**config.mk**
```make
export PLATFORM = sky130hd
export DESIGN_NAME = uart_cmd_rx
export DESIGN_NICKNAME = d
export VERILOG_FILES = /design/src/rtl/uart_cmd_rx_pkg.sv /design/src/rtl/uart_rx.sv /design/src/rtl/uart_cmd_rx.sv
export SDC_FILE = /design/constraint.sdc
export NUM_CORES = 1
export LEC_CHECK = 0
export BUFFER_PORTS_ARGS = -buffer_cell sky130_fd_sc_hd__buf_4
export CAP_MARGIN = 10
export CORE_MARGIN = 2
export CORE_UTILIZATION = 38
export CTS_CLUSTER_SIZE = 40
export DETAILED_ROUTE_END_ITERATION = 10
export PLACE_DENSITY = 0.68
export SYNTH_ARGS = -nofsm -noshare
export SYNTH_HDL_FRONTEND = slang
export SYNTH_SLANG_ARGS = --single-unit
```
**constraint.sdc**
```tcl
create_clock -name clk -period 1.9 [get_ports clk]
set_clock_uncertainty 0.2 [all_clocks]
set_input_delay 0.38 -clock clk [delete_from_list [all_inputs] [get_ports clk]]
set_output_delay 0.38 -clock clk [all_outputs]
set_load 0.05 [all_outputs]
```
**src/rtl/uart_cmd_rx_pkg.sv**
```systemverilog
// uart_cmd_rx_pkg: shared UART defaults, command byte codes and receiver state encoding
package uart_cmd_rx_pkg;

    localparam int unsigned UART_CLKS_PER_BIT = 868;

    localparam logic [7:0] UART_CMD_WRITE = 8'h57;
    localparam logic [7:0] UART_CMD_READ  = 8'h52;
    localparam logic [7:0] UART_CMD_STOP  = 8'h53;

    typedef enum logic [1:0] {
        S_IDLE,
        S_START,
        S_DATA,
        S_STOP
    } rx_state_t;

endpackage

```
**src/rtl/uart_rx.sv**
```systemverilog
// uart_rx: 8N1 receiver with 2-flop synchroniser, mid-bit sampling and break rejection
module uart_rx
    import uart_cmd_rx_pkg::*;
#(
    parameter int unsigned CLKS_PER_BIT = UART_CLKS_PER_BIT
) (
    input  logic       clk,
    input  logic       rst,
    input  logic       i_rx,
    output logic [7:0] o_byte,
    output logic       o_byte_valid,
    output logic       o_frame_err,
    output logic       o_stop_ok,
    output logic [7:0] o_shift
);

    localparam int CW = $clog2(CLKS_PER_BIT);

    rx_state_t st, nx;
    logic rx_m, rx_s, armed;
    logic [CW-1:0] cnt;
    logic [2:0] idx;
    logic [7:0] sh;
    logic half, full, cnt_clr, shift_en, stop_bad;

    assign half = cnt == CW'(CLKS_PER_BIT / 2 - 1);
    assign full = cnt == CW'(CLKS_PER_BIT - 1);
    assign o_shift = sh;

    always_ff @(posedge clk) begin
        st <= rst ? S_IDLE : nx;
    end

    always_comb begin
        nx = st;
        case (st)
            S_IDLE:  nx = (armed && !rx_s) ? S_START : S_IDLE;
            S_START: nx = half ? (rx_s ? S_IDLE : S_DATA) : S_START;
            S_DATA:  nx = (full && idx == 3'd7) ? S_STOP : S_DATA;
            S_STOP:  nx = full ? S_IDLE : S_STOP;
            default: nx = S_IDLE;
        endcase
    end

    always_comb begin
        cnt_clr   = (st == S_IDLE) || (st == S_START ? half : full);
        shift_en  = st == S_DATA && full;
        o_stop_ok = st == S_STOP && full && rx_s;
        stop_bad  = st == S_STOP && full && !rx_s;
    end

    // armed drops whenever a frame is in progress, so a line stuck low after a frame never retriggers
    always_ff @(posedge clk) begin
        if (rst) begin
            rx_m         <= 1'b1;
            rx_s         <= 1'b1;
            armed        <= 1'b0;
            cnt          <= '0;
            idx          <= '0;
            sh           <= '0;
            o_byte       <= '0;
            o_byte_valid <= 1'b0;
            o_frame_err  <= 1'b0;
        end else begin
            rx_m         <= i_rx;
            rx_s         <= rx_m;
            armed        <= st == S_IDLE && (armed || rx_s);
            cnt          <= cnt_clr ? '0 : cnt + 1'b1;
            idx          <= st != S_DATA ? 3'd0 : idx + 3'(shift_en);
            sh           <= shift_en ? {rx_s, sh[7:1]} : sh;
            o_byte       <= o_stop_ok ? sh : o_byte;
            o_byte_valid <= o_stop_ok;
            o_frame_err  <= stop_bad;
        end
    end

endmodule

```
**src/rtl/uart_cmd_rx.sv**
```systemverilog
// uart_cmd_rx: UART receiver plus ASCII command decoder driving exclusive TDC write/read levels
module uart_cmd_rx
    import uart_cmd_rx_pkg::*;
#(
    parameter int unsigned CLKS_PER_BIT = UART_CLKS_PER_BIT,
    parameter logic [7:0]  CMD_WRITE    = UART_CMD_WRITE,
    parameter logic [7:0]  CMD_READ     = UART_CMD_READ,
    parameter logic [7:0]  CMD_STOP     = UART_CMD_STOP
) (
    input  logic       clk,
    input  logic       rst,
    input  logic       i_rx,
    output logic [7:0] o_byte,
    output logic       o_byte_valid,
    output logic       o_frame_err,
    output logic       o_cmd_err,
    output logic       startWriting,
    output logic       startReading
);

    logic stop_ok, hit_w, hit_r, hit_s;
    logic [7:0] shift;
    logic [1:0] lv, lv_nx;

    uart_rx #(.CLKS_PER_BIT(CLKS_PER_BIT)) u_rx (
        .clk          (clk),
        .rst          (rst),
        .i_rx         (i_rx),
        .o_byte       (o_byte),
        .o_byte_valid (o_byte_valid),
        .o_frame_err  (o_frame_err),
        .o_stop_ok    (stop_ok),
        .o_shift      (shift)
    );

    // decode from the stop-sample strobe so levels change in the same cycle o_byte_valid rises
    always_comb begin
        hit_w = shift == CMD_WRITE;
        hit_r = shift == CMD_READ;
        hit_s = shift == CMD_STOP;
        lv_nx = !stop_ok ? lv : hit_w ? 2'b10 : hit_r ? 2'b01 : hit_s ? 2'b00 : lv;
    end

    always_ff @(posedge clk) begin
        if (rst) begin
            lv        <= 2'b00;
            o_cmd_err <= 1'b0;
        end else begin
            lv        <= lv_nx;
            o_cmd_err <= stop_ok && !(hit_w || hit_r || hit_s);
        end
    end

    assign startWriting = lv[1];
    assign startReading = lv[0];

endmodule

```
== Word-level counts from Yosys, hierarchy flattened ==
Index checks and enable logic that the tools add are counted.
W data, S select, Z words.
Storage, ports and cells
  register bits: 39
  input port bits: 3
  output and inout bits: 13
  logic and storage cells: 53
Operators by class
  add/sub/neg operators: 2
  equality and inequality tests: 10
  multiplexer cells: 10
  reduce and logical (&&, ||, !) cells: 19
Operators by type and width (count)
  $eq A8 B7 Y1 const B: 3
  $mux W2: 6
  $add A10 B1 Y10 const B: 1
  $eq A10 B10 Y1 const B: 1
  $eq A10 B9 Y1 const B: 1
  $logic_and A1 B1 Y1: 8
  $pmux W2 S4: 1
  $eq A2 B2 Y1 const B: 2
  $logic_or A1 B1 Y1: 4
  $reduce_or A2 Y1: 2
  $add A3 B1 Y3: 1
  $eq A3 B3 Y1 const B: 1
  $mux W1: 3
  $reduce_bool A3 Y1: 1
  $eq A2 B1 Y1 const B: 1
  $logic_not A1 Y1: 2
  $logic_not A2 Y1: 1
  $ne A2 B2 Y1 const B: 1
  $reduce_and A2 Y1: 1

== Depth between registers and ports, before layout ==
Gate-level depths: netlist of the first run.
  depth after elaboration: 5
  mapped depth: 9
  gate-level depth less buffers: 8

== By module ==
From an unflattened synthesis of the first run, not the netlist that was laid out.
Second synthesis, totals
  cell total of the unflattened synthesis: 169
  area total of the unflattened synthesis: 1660.3 µm²
By module, submodules not included
  uart_rx: times used 1, cells each 155, area each 1515.2 µm², seq. area each 720.7 µm²
  uart_cmd_rx: times used 1, cells each 14, area each 145.1 µm², seq. area each 60.1 µm²

== Worst setup path before layout of the first run ==
OpenSTA, ideal clock, no wires.
  kind: flip-flop to flip-flop
  from: reg u_rx.cnt[0]
  to: reg u_rx.idx[2]
  setup time: 116 ps
  arrival time: 1756 ps
  data required time: 1584 ps
  setup slack: -171 ps
  stages on the path, launching flop included: 10
  path buffers: 1
  clock period less this slack: 2071 ps
  cells stage by stage: dfxtp_1 -> ha_1 -> and4bb_1 -> nand4_1 -> buf_4 -> inv_1 -> ha_1 -> ha_1 -> xor2_1 -> and3_1
Between the ends
  cells in the longest elaborated chain, start to end: 3
Ends and longest elaborated chain
  from (decl): line uart_rx.sv:21  | logic [CW-1:0] cnt;
  from (signal assigned): line uart_rx.sv:68  | cnt <= cnt_clr ? '0 : cnt + 1'b1;
  $eq A10 B10 Y1: line uart_rx.sv:27  | assign full = cnt == CW'(CLKS_PER_BIT - 1);
  $logic_and A1 B1 Y1: line uart_rx.sv:47  | shift_en = st == S_DATA && full;
  via u_rx.shift_en: line uart_rx.sv:24  | logic half, full, cnt_clr, shift_en, stop_bad;
  $add A3 B1 Y3: line uart_rx.sv:69  | idx <= st != S_DATA ? 3'd0 : idx + 3'(shift_en);
  to (signal assigned): line uart_rx.sv:69
  to (decl): line uart_rx.sv:22  | logic [2:0] idx;
The timed path passes the listed nets, and every way through them passes these cells.
A chain may end at the register's enable or synchronous reset.

== Final worst setup path of the first run ==
  from: reg u_rx.cnt[1]
  to: reg u_rx.idx[2]
The elaborated chain is that of the path after synthesis.

==> results of run 1 <==
==> timing repair <==
item / in CTS / in global routing
resized for setup: 0 / 1
setup buffers: 0 / 5
endpoints found under the setup margin: 0 / 4
hold buffers: 0 / 0
==> cell type report <==
| class | instances | share of cell area |
|---|---|---|
| clock buffer | 6 | 0.03618 |
| inverter | 5 | 0.009357 |
| clock inverter | 2 | 0.006238 |
| multi-input combinational | 110 | 0.4167 |
| tap | 52 | 0.03244 |
| sequential | 39 | 0.3918 |
| timing repair buffer | 27 | 0.1073 |
==> power by group through the flow <==
stage               clock, mW  sequential, mW  combinational (mW)
detailed placement          0           0.845              0.0240
finish                  0.543           0.825              0.0236
floorplan                   0           0.843              0.0187
global placement            0           0.845              0.0241
global route            0.593           0.825              0.0261
CTS                     0.562           0.826              0.0240
==> sequential cells by signal, summed over array words and instances (netlist names) <==
register and flops:
lv 2, o_cmd_err 1, u_rx.armed 1, u_rx.cnt 10, u_rx.idx 3, u_rx.o_byte 8
u_rx.o_byte_valid 1, u_rx.o_frame_err 1, u_rx.o_shift 8, u_rx.rx_m 1, u_rx.rx_s 1, u_rx.st 2
==> through the flow <==
step | worst slack, ns | hold slack (ns)
finish | 0.08077 | 0.07109
global route | -0.006118 | 0.07454
CTS | 0.04873 | 0.06871
detailed placement | 0.06423 | 0.1936
global placement | 0.09324 | 0.1922
floorplan | 0.003028 | 0.1895
==> worst reg2reg max path: stages, from the launching register on <==
cell	delay, ns
dfxtp_4	0.36
ha_4	0.16
and4bb_1	0.23
nand4_1	0.11
inv_2	0.04
ha_2	0.17
ha_2	0.16
xor2_1	0.13
and3_1	0.17
==> metal layers <==
metal / share of wire / routed length, um / global-route usage
met5: 0 / 0 / 0
met4: 0.020 / 57 / 0.07051
met3: 0.035 / 97 / 0.04040
met2: 0.44 / 1227 / 0.1820
met1: 0.50 / 1406 / 0.1523
==> how the worst min path moves through the flow <==
stage / start / to / slack [ns] / depth (start not counted)
2_1_floorplan: u_rx.rx_m / u_rx.rx_s / 0.19 / 1
3_3_place_gp: u_rx.rx_m / u_rx.rx_s / 0.19 / 1
3_5_place_dp: u_rx.rx_m / u_rx.rx_s / 0.19 / 1
4_1_cts: i_rx / u_rx.rx_m / 0.07 / 2
5_1_grt: i_rx / u_rx.rx_m / 0.07 / 2
6_report: i_rx / u_rx.rx_m / 0.07 / 2
==> synth_stat cells, types with 2 or more instances <==
cell / instances
xnor2_1: 5
xor2_1: 4
nor3_1: 2
a311oi_1: 3
clkbuf_1: 4
nor2b_1: 3
nor2_1: 21
dfxtp_1: 39
mux2i_1: 16
inv_1: 5
and2_1: 11
nand2_1: 5
nand3_1: 4
a211oi_1: 2
or2_2: 2
ha_1: 4
nor3b_4: 2
a31oi_1: 3
and3_1: 5
nand4_1: 2
==> cells by family after synthesis <==
kind of cell               synth area share
and+or+nand+nor                      0.2479
buffers and inverters               0.03982
AOI/OAI and AO/OA                   0.06987
xor gates and xnor gates            0.04733
DFF                                  0.4688
adders and majority gates           0.03005
muxes                               0.09617
==> impl.org, run 1 <==
** Clocking
- The tree is rooted in a clkbuf_8.
- Clock slew at reported path FFs :: 0.07 ns
- Clock latency on the worst-skew pair, taken at its later pin, is 0.29 ns.
- Buffer levels on the longest clock path :: 2
- CTS Buf Count :: 5
- The clock drives 39 sinks.
- In this run the number of H-tree levels came out at 2.
- Clock tree from TritonCTS :: built

** Layout
- Nets :: 195
- Leading cell type in the layout, fill and taps excluded :: dfxtp_1
- With fillers left out, the area of the finished cells amounts to 0.002006 sq mm.
- Summing all multi-input logic gate instances after layout gives 835.8 sq um.
- Once layout is complete, the utilization of the core stands at 0.4671.
- The sequential cells in the finished layout cover a total of 785.8 sq um.
- The top cell types in the final layout, fill and taps aside, are dfxtp_1 (37), buf_4 (26), nor2_1 (21).
- For this run, the number of standard cells in the final layout without fillers is 241.
- Number of fillers in the final layout :: 417
- Relative to the synthesized area, the layout overhead comes to 20.44%.
- Number of antenna diodes :: 0
- Of the cells placed in the final design, the portion with a size suffix greater than 1 is 0.2646.

** Placed design
- During placement, the flow inserted port buffers numbering 15.
- Total half-perimeter wirelength after legalization and detailed placement :: 1970 um
- # placed instances :: 228
- Summing all placed instances gives a cell area of 0.001868 sq mm.
- RePlAce Congestion :: 0.8283

** Synthesis
- Warnings, synthesis :: 0
- Library cells used by synthesis :: 39
- The share of synthesized area in the top cell type comes to 0.4688.
- Post-synth EDFFs :: 0
- Post-synthesis instance area :: 0.001665 sq mm
- Counting flops and latches in the post-synthesis netlist gives 39.
- In the synthesized netlist the async set-or-reset flop fraction comes to 0.
- In the synthesized netlist, the number of instances is 161.
- Mean cell area of the mapped netlist :: 10.34 sq um
- Share of synthesized area occupied by flip-flops and latches :: 0.4688
- Biggest area contributors in the synthesized netlist :: dfxtp_1 (47%), mux2i_1 (9.6%), nor2_1 (4.7%)
- Biggest area consumer among synthesized cells :: dfxtp_1
- When the netlist entered floorplanning its net count stood at 168.
- For this run, the leading register cell type out of synthesis is dfxtp_1.

** Timing
- The final-report max-slew violation count was 0.
- Derived from the worst setup path, the maximum achievable clock frequency is 0.5497 GHz.
- At the pin with the least slew margin, the transition time is 0.3155 ns.
- Worst rel slew slack :: 0.7880
- Setup violations remaining at the end of the flow were counted as 0.
- The smallest clock period supported by the final layout is computed as 1.819 ns.
- The final-report hold violation count was 0.
- For the final routed database, the setup TNS stands at 0 ns.
- Part of the cycle the worst path needs :: 0.9575

** Die
- 16 I/O pins were placed.
- Die footprint :: 0.004928 sq mm
- The initial utilization of the core area, before any placement, comes to 0.3878.
- Site row count :: 24
- Placeable core region :: 0.004294 sq mm
- Die extent in x :: 70.20 um
- The floorplan step set the die height to 70.20 um.

** Pwr
- Leakage dissipation :: 0.8617 nW
- The share of total power dissipated in sequential elements is 0.593.
- Of the total power, the share spent switching nets is 0.2193.
- Of the total power, the clock network draws 0.390.
- The internal portion of the total power is 1.086 mW.
- Power per cell area :: 693.7 mW/mm^2
- Net Sw Power :: 305.1 uW
- Total power :: 1.391 mW
- Part of the total power dissipated in combinational logic :: 0.017
- Peak ir drop on the vdd network :: 0.3227 mV

** Worst setup path
- In this run the worst setup path terminates at u_rx.idx[2].
- The startpoint identified for the worst register-to-register timing path is u_rx.cnt[1].
- Arrival time at the worst endpoint :: 1.81 ns
- Of all nets on the critical path, the largest fanout is 4.
- In this design, the critical path's most frequently occurring cell is ha_2.
- Counting both buffers and inverters, the worst setup path holds a total of 1.
- Largest stage delay on the critical path :: 0.36 ns
- For the worst setup path, the data required time is 1.89 ns.
- Slowest cell on the critical path :: dfxtp_4
- Startpoint types :: flop
- The critical path goes through ha_4 -> and4bb_1 -> nand4_1 -> inv_2 -> ha_2 -> ha_2 -> xor2_1 -> and3_1.
- The worst register-to-register path ends at u_rx.idx[2].
- Critical path endpoint category :: flop
- By startpoint and endpoint, the worst setup path is classified as reg2reg.
- Cell class contributing the biggest share of worst-path delay :: simple AND/OR/NAND/NOR gates
- Levels on crit path :: 8
- Setup slack on the worst reg-to-reg path comes out at 0.08 ns.
- Counting cells, the worst reg-to-reg path comes to 8.
- Worst setup startpoint :: u_rx.cnt[1]

** Run status
- Result of the run :: completed

** Drt
- Total number of vias :: 1,179
- The first routing iteration left 51 violations.
- The final layout contains routed wiring with a total length of 2788 um.
- After detailed routing, the number of remaining DRC violations is 0.
- WL per Instance :: 11.57 um
- Dividing the detail-routed via count by the number of cells gives 4.892.
- DRT Pass-1 Iters :: 4
- The detail route stage leaves a number of antenna-violating nets equal to 0.

** Global routing
- The number of antenna violations at the first check in global routing was 0.
- Wire length of the first global-routing pass :: 4616 um
- Pin count of the biggest net entering global routing :: 30
- Vias in the first global route :: 1,025
- Aggregate global-route resource usage :: 0.1216
- GRT overflow :: 0

** Hold path
- The worst hold path belongs to the class in2reg.

** Run
- Maxcap violations :: 0
Note: power is estimated with default switching activity, not from simulation.
==> run 2, diff against run 1 <==
RECOVER_POWER = 100   (was default)
==> run 2 against run 1 <==
Non-clock buffer count stayed put. Core utilization is 1.2 points lower. Via count increased by 0.25%. Global-route usage did not move. Die area unchanged. Wire length is essentially flat. Sequential power barely moved. Power is 0.18% lower. Clock power is essentially flat. Register-to-register slack about the same. Design area down 2.6%. Fmax decreased by 0.10%.
==> impl.org, run 2 (synthesis results as in run 1) <==
** Layout
- Number of antenna diodes :: 0
- Of the cells placed in the final design, the portion with a size suffix greater than 1 is 0.1852.
- Leaving out filler cells and counting taps, the final layout contains 241.
- Ranked by flip-flop count, first place goes to u_rx.cnt.
- Relative to the synthesized area, the layout overhead comes to 17.28%.
- Most frequent cells in the layout :: dfxtp_1 (37), nor2_1 (21), mux2i_1 (16)
- The register with the most flip-flops in the layout has 10 of them.
- The layout has 433 filler cells.
- Nets :: 195
- The library cell used most frequently in the layout, excluding fill and tap cells, is dfxtp_1.
- At the end of the flow the core is filled with cells to 0.4548.
- After routing the design area is 0.001953 sq mm.

** Global routing
- Pin count of the biggest net entering global routing :: 30
- Wire length of the first global-routing pass :: 4616 um
- Aggregate global-route resource usage :: 0.1216
- The number of antenna violations at the first check in global routing came to 0.
- The number of global-route vias before repair came to 1,025.
- The total overflow left after global routing is 0.

** Timing
- Based on the critical path, the design can be clocked at up to 0.5491 GHz.
- Worst rel slew slack :: 0.2509
- Slew at the pin closest to its max-slew limit :: 1.124 ns
- Part of the cycle the worst path needs :: 0.9585
- The worst path meets setup with 0.07886 ns of slack.
- Fin Hold WS :: 0.07145 ns
- After layout, the minimum clock period comes to 1.821 ns.
- Final hold viol count :: 0
- Setup violations remaining at the end of the flow were counted as 0.
- Sum of negative setup slack :: 0 ns
- The final-report max-slew violation count came to 0.

** Clocking
- The clock drives 39 sinks.
- The clock passes through at most 2 buffers.
- H-tree depth :: 2
- In this run, post-CTS hold repair placed 0 buffers.
- Clock slew at reported path FFs :: 0.07 ns
- Clock tree from TritonCTS :: built
- Root buffer cell :: clkbuf_8
- Counting the buffers created by CTS gives 5.
- For the worst-skew pair, the clock arrives at the later sink with an insertion delay of 0.29 ns.

** Run
- The tool flagged a number of max-cap violations equal to 0.

** Worst setup path
- Data arrives at the worst endpoint at 1.81 ns.
- Startpoint types :: flop
- Counting both buffers and inverters, the worst setup path holds a total of 1.
- Worst Path Class, Setup :: reg2reg
- Worst setup startpoint :: u_rx.cnt[1]
- Critical path endpoint category :: flop
- In this run the critical register-to-register path is launched from u_rx.cnt[1].
- For the worst setup path, the data required time is 1.89 ns.
- Levels on crit path :: 8
- Crit-path most repeated cell :: ha_2
- Cell class contributing the biggest share of worst-path delay :: simple AND/OR/NAND/NOR gates
- Among all stages on the critical path, the largest delay is contributed by dfxtp_4.
- Worst-case reg-to-reg path depth :: 8
- CP Max Fanout :: 4
- Walking the worst path, the cells encountered are ha_4 -> and4bb_1 -> nand4_1 -> inv_2 -> ha_2 -> ha_2 -> xor2_1 -> and3_1.
- Largest stage delay on the critical path :: 0.36 ns

** Die
- Placeable core region :: 0.004294 sq mm
- Die footprint :: 0.004928 sq mm
- In this run the core area contains 24 standard-cell rows.
- Measured along the y axis, the die boundary spans 70.20 um.
- The die is 70.20 um wide.
- Initial core utilization :: 0.3878
- During I/O placement, the number of pins put on the boundary was 16.

** Placed design
- Placed instance area :: 0.001868 sq mm
- Including well taps, the total number of placed cells is 228.
- At the placement stage, the worst setup path has a slack of 0.06423 ns.
- RePlAce Congestion :: 0.8283
- Once detailed placement completed, the half-perimeter wirelength came to 1970 um.
- PortBufs :: 15

** Pwr
- For this design the static power due to leakage is 0.8044 nW.
- Power per cell area :: 711.1 mW/mm^2
- The design draws 1.389 mW.
- Peak ir drop on the vdd network :: 0.3227 mV

** Drt
- Detailed-route DRC error count :: 0
- DRC marker count from the first detailed-route iteration :: 52
- Antenna violation net count after detailed routing :: 0
- The routed layout has 1,182 vias.
- The routed design has 2787 um of wire.
- Via density per instance :: 4.905
- Before antenna repair, the detailed router went through 4 iterations.
- In the final routed layout, each cell accounts on average for 11.56 um.

** Hold path
- The startpoint identified for the worst hold timing path is i_rx.
- Worst Hold Path Cells :: 2
- The path class of the tightest hold or removal check is in2reg.

** Run status
- Result of the run :: completed
[run 2: cell type report]
| cell class | instances | area (sq um) | area share |
|---|---|---|---|
| Multi-Input combinational cell | 110 | 835.8 | 0.4279 |
| Sequential cell | 39 | 785.8 | 0.4023 |
| Timing Repair Buffer | 27 | 162.7 | 0.08328 |
| Clock buffer | 6 | 72.57 | 0.03716 |
| Tap cell | 52 | 65.06 | 0.03331 |
| Inverter | 5 | 18.77 | 0.009609 |
| Clock inverter | 2 | 12.51 | 0.006406 |
[run 2: worst register-to-register path, delay by kind of cell, from the launching register on]
kind,cells,cell delay (ns)
DFF,1,0.36
buffers and inverters,1,0.04
adders and majority gates,3,0.49
xor gates and xnor gates,1,0.13
and+or+nand+nor,3,0.51
[run 2: metal layers]
metal / wire length, um / vias to the layer above / track usage
met5: 0 / - / 0
li1: - / 610 / -
met3: 119 / 7 / 0.04040
met4: 57 / 0 / 0.07051
met1: 1380 / 543 / 0.1523
met2: 1230 / 22 / 0.1820
[run 2: what timing repair did]
action,4_1_cts,5_1_grt
setup buffers,0,5
endpoints found under the setup margin,0,4
gates resized for setup,0,1
[run 2: final timing paths]
| check | slack [ns] | endpoint |
|---|---|---|
| hold reg to reg | 0.21 | u_rx.rx_s |
| hold / removal | 0.07 | u_rx.rx_m |
| setup reg to reg | 0.08 | u_rx.idx[2] |
| setup / recovery | 0.08 | u_rx.idx[2] |
[run 2: power breakdown]
part           switching [mW]  internal, mW  total [mW]
registers             0.00425         0.820       0.825
clock network           0.285         0.256       0.542
logic                  0.0139       0.00870      0.0226
total                   0.304          1.09        1.39
